## src/rtl/keypad_digit_bus_if.sv

```systemverilog
// Keypad entry bus: key strobes in, live entry and
// committed value out with a valid/ready handshake.
interface keypad_digit_bus_if #(
  parameter int NDIG = 4,
  parameter int DW   = 4
);
  localparam int W  = NDIG * DW;
  localparam int CW = $clog2(NDIG + 1);

  logic          key_valid;
  logic [DW-1:0] key_code;
  logic          key_back;
  logic          key_clear;
  logic          commit;
  logic          out_ready;
  logic [W-1:0]  entry_bus;
  logic [CW-1:0] digit_count;
  logic          full;
  logic [W-1:0]  out_bus;
  logic          out_valid;
  logic          err;

  modport master (
    output key_valid, key_code, key_back,
    output key_clear, commit, out_ready,
    input  entry_bus, digit_count, full,
    input  out_bus, out_valid, err
  );

  modport slave (
    input  key_valid, key_code, key_back,
    input  key_clear, commit, out_ready,
    output entry_bus, digit_count, full,
    output out_bus, out_valid, err
  );
endinterface

```

## src/rtl/keypad_digit_bus.sv

```systemverilog
// Packs keypad digits into a shift register and
// publishes the entry on commit until it is consumed.
module keypad_digit_bus #(
  parameter int NDIG      = 4,
  parameter int DW        = 4,
  parameter int RADIX     = 10,
  parameter int OVF_SHIFT = 1
) (
  input logic               clk,
  input logic               rst_n,
  keypad_digit_bus_if.slave bus
);
  localparam int W  = NDIG * DW;
  localparam int CW = $clog2(NDIG + 1);
  localparam logic [DW:0] RAD = RADIX[DW:0];

  typedef enum logic {EDIT, HOLD} state_e;

  state_e        state_q, state_d;
  logic [W-1:0]  entry_q, entry_d;
  logic [W-1:0]  out_q, out_d;
  logic [CW-1:0] cnt_q, cnt_d;
  logic          ovalid_q, ovalid_d;
  logic          err_q, err_d;

  logic          code_ok;
  logic          is_full;
  logic [W-1:0]  ins;

  assign code_ok = {1'b0, bus.key_code} < RAD;
  assign is_full = cnt_q == CW'(NDIG);
  // Shifting left drops digit NDIG-1 for free.
  assign ins = (entry_q << DW) | W'(bus.key_code);

  always_ff @(posedge clk or negedge rst_n) begin
    if (!rst_n) begin
      state_q  <= EDIT;
      entry_q  <= '0;
      out_q    <= '0;
      cnt_q    <= '0;
      ovalid_q <= 1'b0;
      err_q    <= 1'b0;
    end else begin
      state_q  <= state_d;
      entry_q  <= entry_d;
      out_q    <= out_d;
      cnt_q    <= cnt_d;
      ovalid_q <= ovalid_d;
      err_q    <= err_d;
    end
  end

  always_comb begin
    state_d  = state_q;
    entry_d  = entry_q;
    out_d    = out_q;
    cnt_d    = cnt_q;
    ovalid_d = ovalid_q;
    err_d    = 1'b0;
    unique case (state_q)
      EDIT: begin
        if (bus.key_clear) begin
          entry_d = '0;
          cnt_d   = '0;
        end else if (bus.commit) begin
          out_d    = entry_q;
          ovalid_d = 1'b1;
          entry_d  = '0;
          cnt_d    = '0;
          state_d  = HOLD;
        end else if (bus.key_back) begin
          if (cnt_q != '0) begin
            entry_d = entry_q >> DW;
            cnt_d   = cnt_q - CW'(1);
          end
        end else if (bus.key_valid) begin
          if (!code_ok) begin
            err_d = 1'b1;
          end else if (!is_full) begin
            entry_d = ins;
            cnt_d   = cnt_q + CW'(1);
          end else if (OVF_SHIFT != 0) begin
            entry_d = ins;
          end else begin
            err_d = 1'b1;
          end
        end
      end
      HOLD: begin
        if (bus.key_clear) begin
          entry_d = '0;
          cnt_d   = '0;
        end else if (bus.commit) begin
          err_d = 1'b1;
        end
        if (bus.out_ready) begin
          ovalid_d = 1'b0;
          state_d  = EDIT;
        end
      end
      default: ;
    endcase
  end

  assign bus.entry_bus   = entry_q;
  assign bus.digit_count = cnt_q;
  assign bus.full        = is_full;
  assign bus.out_bus     = out_q;
  assign bus.out_valid   = ovalid_q;
  assign bus.err         = err_q;
endmodule

```

## src/flat_wrapper.sv

```systemverilog
// flat-port wrapper written by rule: the top's interface ports become plain ports
module keypad_digit_bus_flat 
#(
  parameter int NDIG      = 4,
  parameter int DW        = 4,
  parameter int RADIX     = 10,
  parameter int OVF_SHIFT = 1
)
  (clk, rst_n, bus_key_valid, bus_key_code, bus_key_back, bus_key_clear, bus_commit, bus_out_ready, bus_entry_bus, bus_digit_count, bus_full, bus_out_bus, bus_out_valid, bus_err);
  keypad_digit_bus_if #(.NDIG(NDIG), .DW(DW)) bus_i ();
  input logic clk;
  input logic rst_n;
  input wire logic [$bits(bus_i.key_valid)-1:0] bus_key_valid;
  input wire logic [$bits(bus_i.key_code)-1:0] bus_key_code;
  input wire logic [$bits(bus_i.key_back)-1:0] bus_key_back;
  input wire logic [$bits(bus_i.key_clear)-1:0] bus_key_clear;
  input wire logic [$bits(bus_i.commit)-1:0] bus_commit;
  input wire logic [$bits(bus_i.out_ready)-1:0] bus_out_ready;
  output wire logic [$bits(bus_i.entry_bus)-1:0] bus_entry_bus;
  output wire logic [$bits(bus_i.digit_count)-1:0] bus_digit_count;
  output wire logic [$bits(bus_i.full)-1:0] bus_full;
  output wire logic [$bits(bus_i.out_bus)-1:0] bus_out_bus;
  output wire logic [$bits(bus_i.out_valid)-1:0] bus_out_valid;
  output wire logic [$bits(bus_i.err)-1:0] bus_err;
  assign bus_i.key_valid = bus_key_valid;
  assign bus_i.key_code = bus_key_code;
  assign bus_i.key_back = bus_key_back;
  assign bus_i.key_clear = bus_key_clear;
  assign bus_i.commit = bus_commit;
  assign bus_i.out_ready = bus_out_ready;
  assign bus_entry_bus = bus_i.entry_bus;
  assign bus_digit_count = bus_i.digit_count;
  assign bus_full = bus_i.full;
  assign bus_out_bus = bus_i.out_bus;
  assign bus_out_valid = bus_i.out_valid;
  assign bus_err = bus_i.err;
  keypad_digit_bus #(.NDIG(NDIG), .DW(DW), .RADIX(RADIX), .OVF_SHIFT(OVF_SHIFT)) u_core (.clk(clk), .rst_n(rst_n), .bus(bus_i));
endmodule
```

## config.mk

```make
export PLATFORM = sky130hd
export DESIGN_NAME = keypad_digit_bus_flat
export DESIGN_NICKNAME = d
export VERILOG_FILES = /design/src/rtl/keypad_digit_bus_if.sv /design/src/rtl/keypad_digit_bus.sv /design/src/flat_wrapper.sv
export SDC_FILE = /design/constraint.sdc
export NUM_CORES = 1
export LEC_CHECK = 0
export BUFFER_PORTS_ARGS = -buffer_cell sky130_fd_sc_hd__buf_2
export CORE_MARGIN = 5
export CORE_UTILIZATION = 46
export CTS_CLUSTER_SIZE = 10
export DETAILED_ROUTE_END_ITERATION = 16
export MAX_ROUTING_LAYER = met4
export PLACE_DENSITY = 0.81
export RECOVER_POWER = 100
export SLEW_MARGIN = 10
export SYNTH_ARGS = -nofsm -noshare
export SYNTH_HDL_FRONTEND = slang
export SYNTH_SLANG_ARGS = --single-unit
```

## constraint.sdc

```tcl
create_clock -name clk -period 1.5 [get_ports clk]
set_clock_uncertainty 0.15 [all_clocks]
set_input_delay 0.3 -clock clk [delete_from_list [all_inputs] [get_ports clk]]
set_output_delay 0.3 -clock clk [all_outputs]
set_load 0.01 [all_outputs]
```

==> results of run 1 <==
==> cell families (layout without fill, tap and decap cells) <==
group / after synthesis / after routing / share of synthesized area [%]
AND/OR/NAND/NOR: 25 / 25 / 9.17
flip-flops: 38 / 38 / 54.4
buffers and inverters: 11 / 97 / 3.80
AO/OA/AOI/OAI: 29 / 29 / 14.3
multiplexers: 28 / 28 / 17.2
adder cells (fa/ha/maj): 1 / 1 / 1.15
==> path summary, 6_finish.rpt <==
check	start	to	slack, ns
setup reg to reg	u_core.bus.digit_count[0]$_DFFE_PN0P_	u_core.bus.entry_bus[6]$_DFFE_PN0P_	-0.13
hold / removal	bus_out_ready	u_core.bus.out_valid$_DFFE_PN0P_	0.03
setup / recovery	u_core.bus.digit_count[1]$_DFFE_PN0P_	bus_full	-0.15
hold reg to reg	u_core.bus.out_bus[11]$_DFFE_PN0P_	u_core.bus.out_bus[11]$_DFFE_PN0P_	0.37
max in group asynchronous	rst_n	u_core.bus.digit_count[0]$_DFFE_PN0P_	0.35
min in group asynchronous	rst_n	u_core.bus.out_bus[11]$_DFFE_PN0P_	0.46
==> repair_timing <==
| item | 4_1_cts | 5_1_grt |
|---|---|---|
| setup endpoints to repair | 37 | 40 |
| pin swaps | 6 | 5 |
| hold endpoints to repair | 38 | 0 |
| hold buffers | 1 | 0 |
| gates resized for setup | 36 | 16 |
| setup buffers | 12 | 2 |
==> metrics by stage <==
stage	cells	util, %	hold WS, ns
after floorplan	132	-	-0.146
after global placement	243	61.9	0.124
after detailed placement	243	61.9	0.129
after CTS	264	73.2	0.0383
after global routing	266	74.2	0.0227
final	266	74.2	0.0336
==> routing by layer <==
| layer | routed length (um) | GRT usage, % | vias to the layer above |
|---|---|---|---|
| met5 | 0 | - | - |
| met4 | 94 | 9.39 | 0 |
| met3 | 179 | 4.07 | 7 |
| met2 | 2570 | 32.3 | 33 |
| met1 | 2120 | 25.1 | 749 |
| li1 | - | - | 665 |
==> area by class of cell <==
class | instances | area [um2]
clock buffers | 5 | 68.8
clock inverters | 3 | 68.8
fillers | 237 | 943
inverters | 4 | 15.0
multi-input cells | 83 | 1010
flip-flops and latches | 38 | 953
well taps | 48 | 60.1
repair buffers | 85 | 538
==> worst register-to-register path: stages, from the launching register on <==
cell and delay, ns:
dfrtp_2 0.45, nor4b_4 0.35, a31oi_4 0.09, o21ai_4 0.23, buf_6 0.17, o2bb2ai_2 0.11
==> flip-flops by register name, summed over array words and instances (netlist names) <==
name / count
u_core.bus.digit_count: 3
u_core.state_q: 1
u_core.bus.out_valid: 1
u_core.bus.err: 1
u_core.bus.entry_bus: 16
u_core.bus.out_bus: 16
==> cells in the final DEF (no fill, tap or decap), types with 2 or more instances in the layout <==
| cell type | count |
|---|---|
| a21oi_1 | 3 |
| mux2i_1 | 12 |
| buf_6 | 14 |
| buf_2 | 11 |
| mux2_4 | 16 |
| nor4_1 | 2 |
| nor3b_4 | 2 |
| buf_4 | 23 |
| inv_1 | 4 |
| nor2_1 | 2 |
| clkbuf_8 | 5 |
| o2bb2ai_2 | 12 |
| nand3_1 | 2 |
| dfrtp_1 | 36 |
| bufinv_16 | 2 |
| clkbuf_2 | 3 |
| or3b_4 | 2 |
| clkbuf_1 | 32 |
| a22o_4 | 4 |
| dfrtp_2 | 2 |
==> report_power, final <==
group	leakage (nW)	internal (mW)	switching [mW]	total [mW]
Sequential	0.523	1.04	0.0192	1.06
Clock	0.0683	0.666	0.389	1.06
Combinational	0.688	0.207	0.215	0.422
Total	1.28	1.92	0.623	2.54
==> results.md, run 1 <==
* HPWL Detailed at 3050 um
* Leak Pwr at 1.28 nW
* Critical Path Slowest Stage Cell: dfrtp_2
* Crit path cell chain: buf_6, nor2_4, and2_1, buf_2
* TritonCTS Buffers at 5
* Data required, critical path at 1.05 ns
* TNS Setup at -3.45 ns
* Drt pass-1 iters at 6
* Clock transition at path regs at 0.08 ns
* Unrepaired setup endpoints after global routing: yes
* Critical path depth at 4
* Largest net degree at the start of global routing at 39
* Max incr delay on CP at 0.45 ns
* CTS tree: built
* Crit path kind: reg -> out
* #FFs+latches synth at 38
* Post-synth top area cell: dfrtp_1
* Global-route wire length before repair at 7780 um
* Maximum vdd drop at 0.646 mV
* Failing checks: setup timing
* Cell Pwr Density at 935 nW/um2
* Syn Std Cell Area at 1750 um2
* Commonest cells post-synth: 38 x dfrtp_1, 16 x mux2_2, 12 x mux2i_1, 12 x o2bb2ai_1
* Synth Flop Type: dfrtp_1
* IO Pins at 49
* Register area share after synthesis at 54.4%
* Yosys warning count at 0
* Post-synth cell types at 37
* Vias in the first global route at 1,506
* IO buf count at 48
* EDFF count, synth at 0
* Clock buffer depth at 2
* Final instance area at 2720 um2
* Slew margin rel. at 66.0%
* Area Overhead vs Synth at 55.6%
* Critical path launch point type: flip-flop
* Layout cells sized above 1 at 52.3%
* Top-area cell type share of the netlist area at 54.4%
* Mapped Cells at 132
* DR WL/cell at 18.7 um
* Final Hold Violating Endpoints at 0
* Final worst path period share at 110%
* Most frequent cell after synthesis: dfrtp_1
* Outcome: finished, violations left
* Final setup violation count at 38
* Clock latency on the worst-skew pair at 0.30 ns
* Clk sink count at 38
* Worst setup margin at -0.153 ns
* Pre-CTS setup slack at -0.294 ns
* CP bufs+invs at 2
* Hold WC Path Type: in -> reg
* Critical path fanouts, max at 3
* GRT Residual Overflow at 0
* Critical Path End Type: primary output
* Die W at 71.6 um
* Via count at 1,454
* Async S/R FF share, synth at 100%
* DRC at 0
* Post-synthesis area per instance at 13.2 um2
* DIE AREA at 5130 um2
* Worst slew pin tran at 0.511 ns
* Pwr Total at 2.54 mW
* Worst R2R Path Depth at 5
* Syn_nets at 144
* CP top delay family: flip-flops
* Hold depth at 2
* Max_cap viols at 0
* Core area at 3660 um2
* Number of diodes at 0
* Via/cell ratio at 5.47
* H-Tree Depth at 2
* Post-route ant nets at 0
* Max-slew violations at 0
* Total GRT Usage at 20.4%
* Row Count at 22
* # nets final at 229
* GPL Wtd Cong at 0.878
* Placed cell area at 2270 um2
* Final Critical Period at 1.65 ns
* Post-detailed-routing wire length at 4960 um
* Fmax achieved at 605 MHz
* Clock root buffer: clkbuf_8
* Number of DRC markers in iteration 0 at 86
* Initial antenna violation count at 0
* Worst EP arrival at 1.20 ns
* Initial Util at 47.7%
* Ranking of synthesized cells by area: dfrtp_1 54%, mux2_2 10%, mux2i_1 6.9%
* Die Ht at 71.6 um
(Power assumes the default switching activity.)
==> inputs of run 2 (changes only) <==
Settings changed: CORE_ASPECT_RATIO set to 0.9, CTS_CLUSTER_SIZE 10 to not set.
==> run 2 against run 1 <==
Compared with the run above: sequential power about the same; worst hold slack improved by 0.020 ns; fmax decreased by 0.12%; clock-buffer cell count increased by 1; routed wire length decreased by 11%; cell count decreased by 3.0%; first-iteration DRC count increased by 5.8%; global-route usage decreased by 2.4 points; clock power decreased by 31%; register-to-register slack got worse by 0.03 ns; via count decreased by 3.9%; the flow still finishes with violations (setup timing).
==> results.md, run 2 (synthesis results as in run 1) <==
* Outcome: finished, violations left
* Failing checks: setup timing
* Clock root buffer: clkbuf_8
* Hold WC Path Type: in -> reg
* Critical path fanouts, max at 5 (+2)
* H-Tree Depth at 2 (unchanged)
* Die Ht at 68.5 um (-4.4%)
* Crit path kind: reg -> reg
* Die W at 75.0 um (+4.7%)
* Initial antenna violation count at 0 (unchanged)
* Max incr delay on CP at 0.42 ns (-0.03 ns)
* Commonest non-fill, non-tap cell in the layout: dfrtp_1
* CP bufs+invs at 2 (unchanged)
* Layout cells sized above 1 at 43.9% (-8.4 points)
* Crit path cell chain: buf_6, nor3b_4, buf_4, mux2_4
* Final worst path period share at 110% (+0.13 points)
* Data required, critical path at 1.52 ns (+0.47 ns)
* Leak Pwr at 1.18 nW (-7.4%)
* Clock transition at path regs at 0.07 ns (about the same)
* Via/cell ratio at 5.42 (-0.87%)
* HPWL Detailed at 2960 um (-2.8%)
* Final core utilization at 67.8% (-6.4 points)
* TritonCTS Buffers at 5 (unchanged)
* Via count at 1,398 (-3.9%)
* CP top delay family: flip-flops
* Row Count at 21 (-4.5%)
* Maximum vdd drop at 0.503 mV (-22%)
* DR WL/cell at 17.2 um (-8.1%)
* Post-route ant nets at 0 (unchanged)
* Initial Util at 47.1% (-0.56 points)
* Largest net degree at the start of global routing at 39 (unchanged)
* GR Util met1 at 24.1% (-0.99 points)
* DIE AREA at 5130 um2 (about the same)
* Pwr Total at 2.16 mW (-15%)
* Unrepaired setup endpoints after global routing: yes
* Worst EP arrival at 1.68 ns (+0.48 ns)
* Cell Pwr Density at 859 nW/um2 (-8.1%)
* IO Pins at 49 (unchanged)
* Post-detailed-routing wire length at 4430 um (-11%)
* Max_cap viols at 0 (unchanged)
* Critical Path Slowest Stage Cell: dfrtp_1
* DRC at 0 (unchanged)
* Grt met3 use at 5.14% (+1.1 points)
* Final Critical Period at 1.66 ns (+0.00201 ns)
* Slew margin rel. at 66.0% (about the same)
* Pre-CTS setup slack at -0.288 ns (+0.00642 ns)
* M2 GR Usage at 26.5% (-5.8 points)
* # nets final at 223 (-2.6%)
* Clock buffer depth at 2 (unchanged)
* Critical Path End Type: flip-flop
* Core area at 3700 um2 (+1.2%)
* Placed cell area at 2240 um2 (-0.94%)
* Global-route wire length before repair at 6710 um (-14%)
* Number of diodes at 0 (unchanged)
* Worst slew pin tran at 0.510 ns (-0.000316 ns)
* Max-slew violations at 0 (unchanged)
* GRT Residual Overflow at 0 (unchanged)
* TNS Setup at -4.43 ns (-0.976 ns)
* IO buf count at 48 (unchanged)
* Drt pass-1 iters at 4 (-2)
* Area Overhead vs Synth at 43.8%
* Most Crowded Layer GR: met2
* CTS tree: built
* Vias in the first global route at 1,418 (-5.8%)
* Clk sink count at 38 (unchanged)
* Number of DRC markers in iteration 0 at 91 (+5.8%)
* Total GRT Usage at 18.1% (-2.4 points)
* Critical path launch point type: flip-flop
* Worst setup margin at -0.155 ns (-0.00201 ns)
* Final Hold Violating Endpoints at 0 (unchanged)
* GPL Wtd Cong at 0.876 (-0.21%)
* Most frequent cells in the layout: 35 x dfrtp_1, 34 x clkbuf_1, 19 x buf_4, 16 x mux2_4
* Final setup violation count at 39 (+2.6%)
* Clock latency on the worst-skew pair at 0.29 ns (about the same)
* Final instance area at 2510 um2 (-7.6%)
* Fmax achieved at 604 MHz (-0.12%)
run 2: changes by cell type in the layout (fill, tap and decap cells not counted), sizes merged:
cell,previous run,this run
buf,48,43
bufinv,2,0
clkinvlp,0,1
run 2: layer usage:
metal / part of all wire (%) / vias up
li1: - / 655
met1: 46 / 700
met4: 0.90 / 0
met5: 0 / -
met2: 48 / 39
met3: 5.2 / 4
run 2: timing repair:
| action | 4_1_cts | 5_1_grt |
|---|---|---|
| pin swaps | 4 | 3 |
| buffers inserted | 4 | 3 |
| hold endpoints to repair | 38 | 0 |
| gates cloned | 0 | 1 |
| endpoints found under the setup margin | 37 | 41 |
| gates resized for setup | 8 | 26 |
| hold buffers | 1 | 0 |
run 2: where the power goes:
group          leakage, nW  internal, mW  switching, mW
clock network       0.0472         0.369          0.361
registers            0.521          1.05         0.0208
logic                0.615         0.179          0.182
run 2: final timing paths:
check | startpoint | endpoint | slack (ns) | cells past startpoint
worst max-delay path | u_core.state_q$_DFF_PN0_ | u_core.bus.out_bus[9]$_DFFE_PN0P_ | -0.16 | 4
worst min-delay path | bus_out_ready | u_core.bus.out_valid$_DFFE_PN0P_ | 0.05 | 2
worst max register to register | u_core.state_q$_DFF_PN0_ | u_core.bus.out_bus[9]$_DFFE_PN0P_ | -0.16 | 4
max in group asynchronous | rst_n | u_core.bus.digit_count[1]$_DFFE_PN0P_ | 0.35 | 3
worst min register to register | u_core.bus.out_bus[2]$_DFFE_PN0P_ | u_core.bus.out_bus[2]$_DFFE_PN0P_ | 0.36 | 1
min in group asynchronous | rst_n | u_core.bus.out_bus[11]$_DFFE_PN0P_ | 0.46 | 3
run 2: layout make-up:
type / instances / area [um2]
Tap cell: 46 / 57.6
Sequential cell: 38 / 955
Fill cell: 274 / 1190
Timing Repair Buffer: 79 / 498
Clock buffer: 6 / 82.6
Multi-Input combinational cell: 83 / 891
Clock inverter: 2 / 12.5
Inverter: 4 / 15.0
run 2: metrics by stage:
step                      std cells  hold slack, ns
after floorplan                 132          -0.146
after global placement          241           0.123
after detailed placement        241           0.131
after CTS                       254          0.0434
after global routing            258          0.0497
final                           258          0.0533
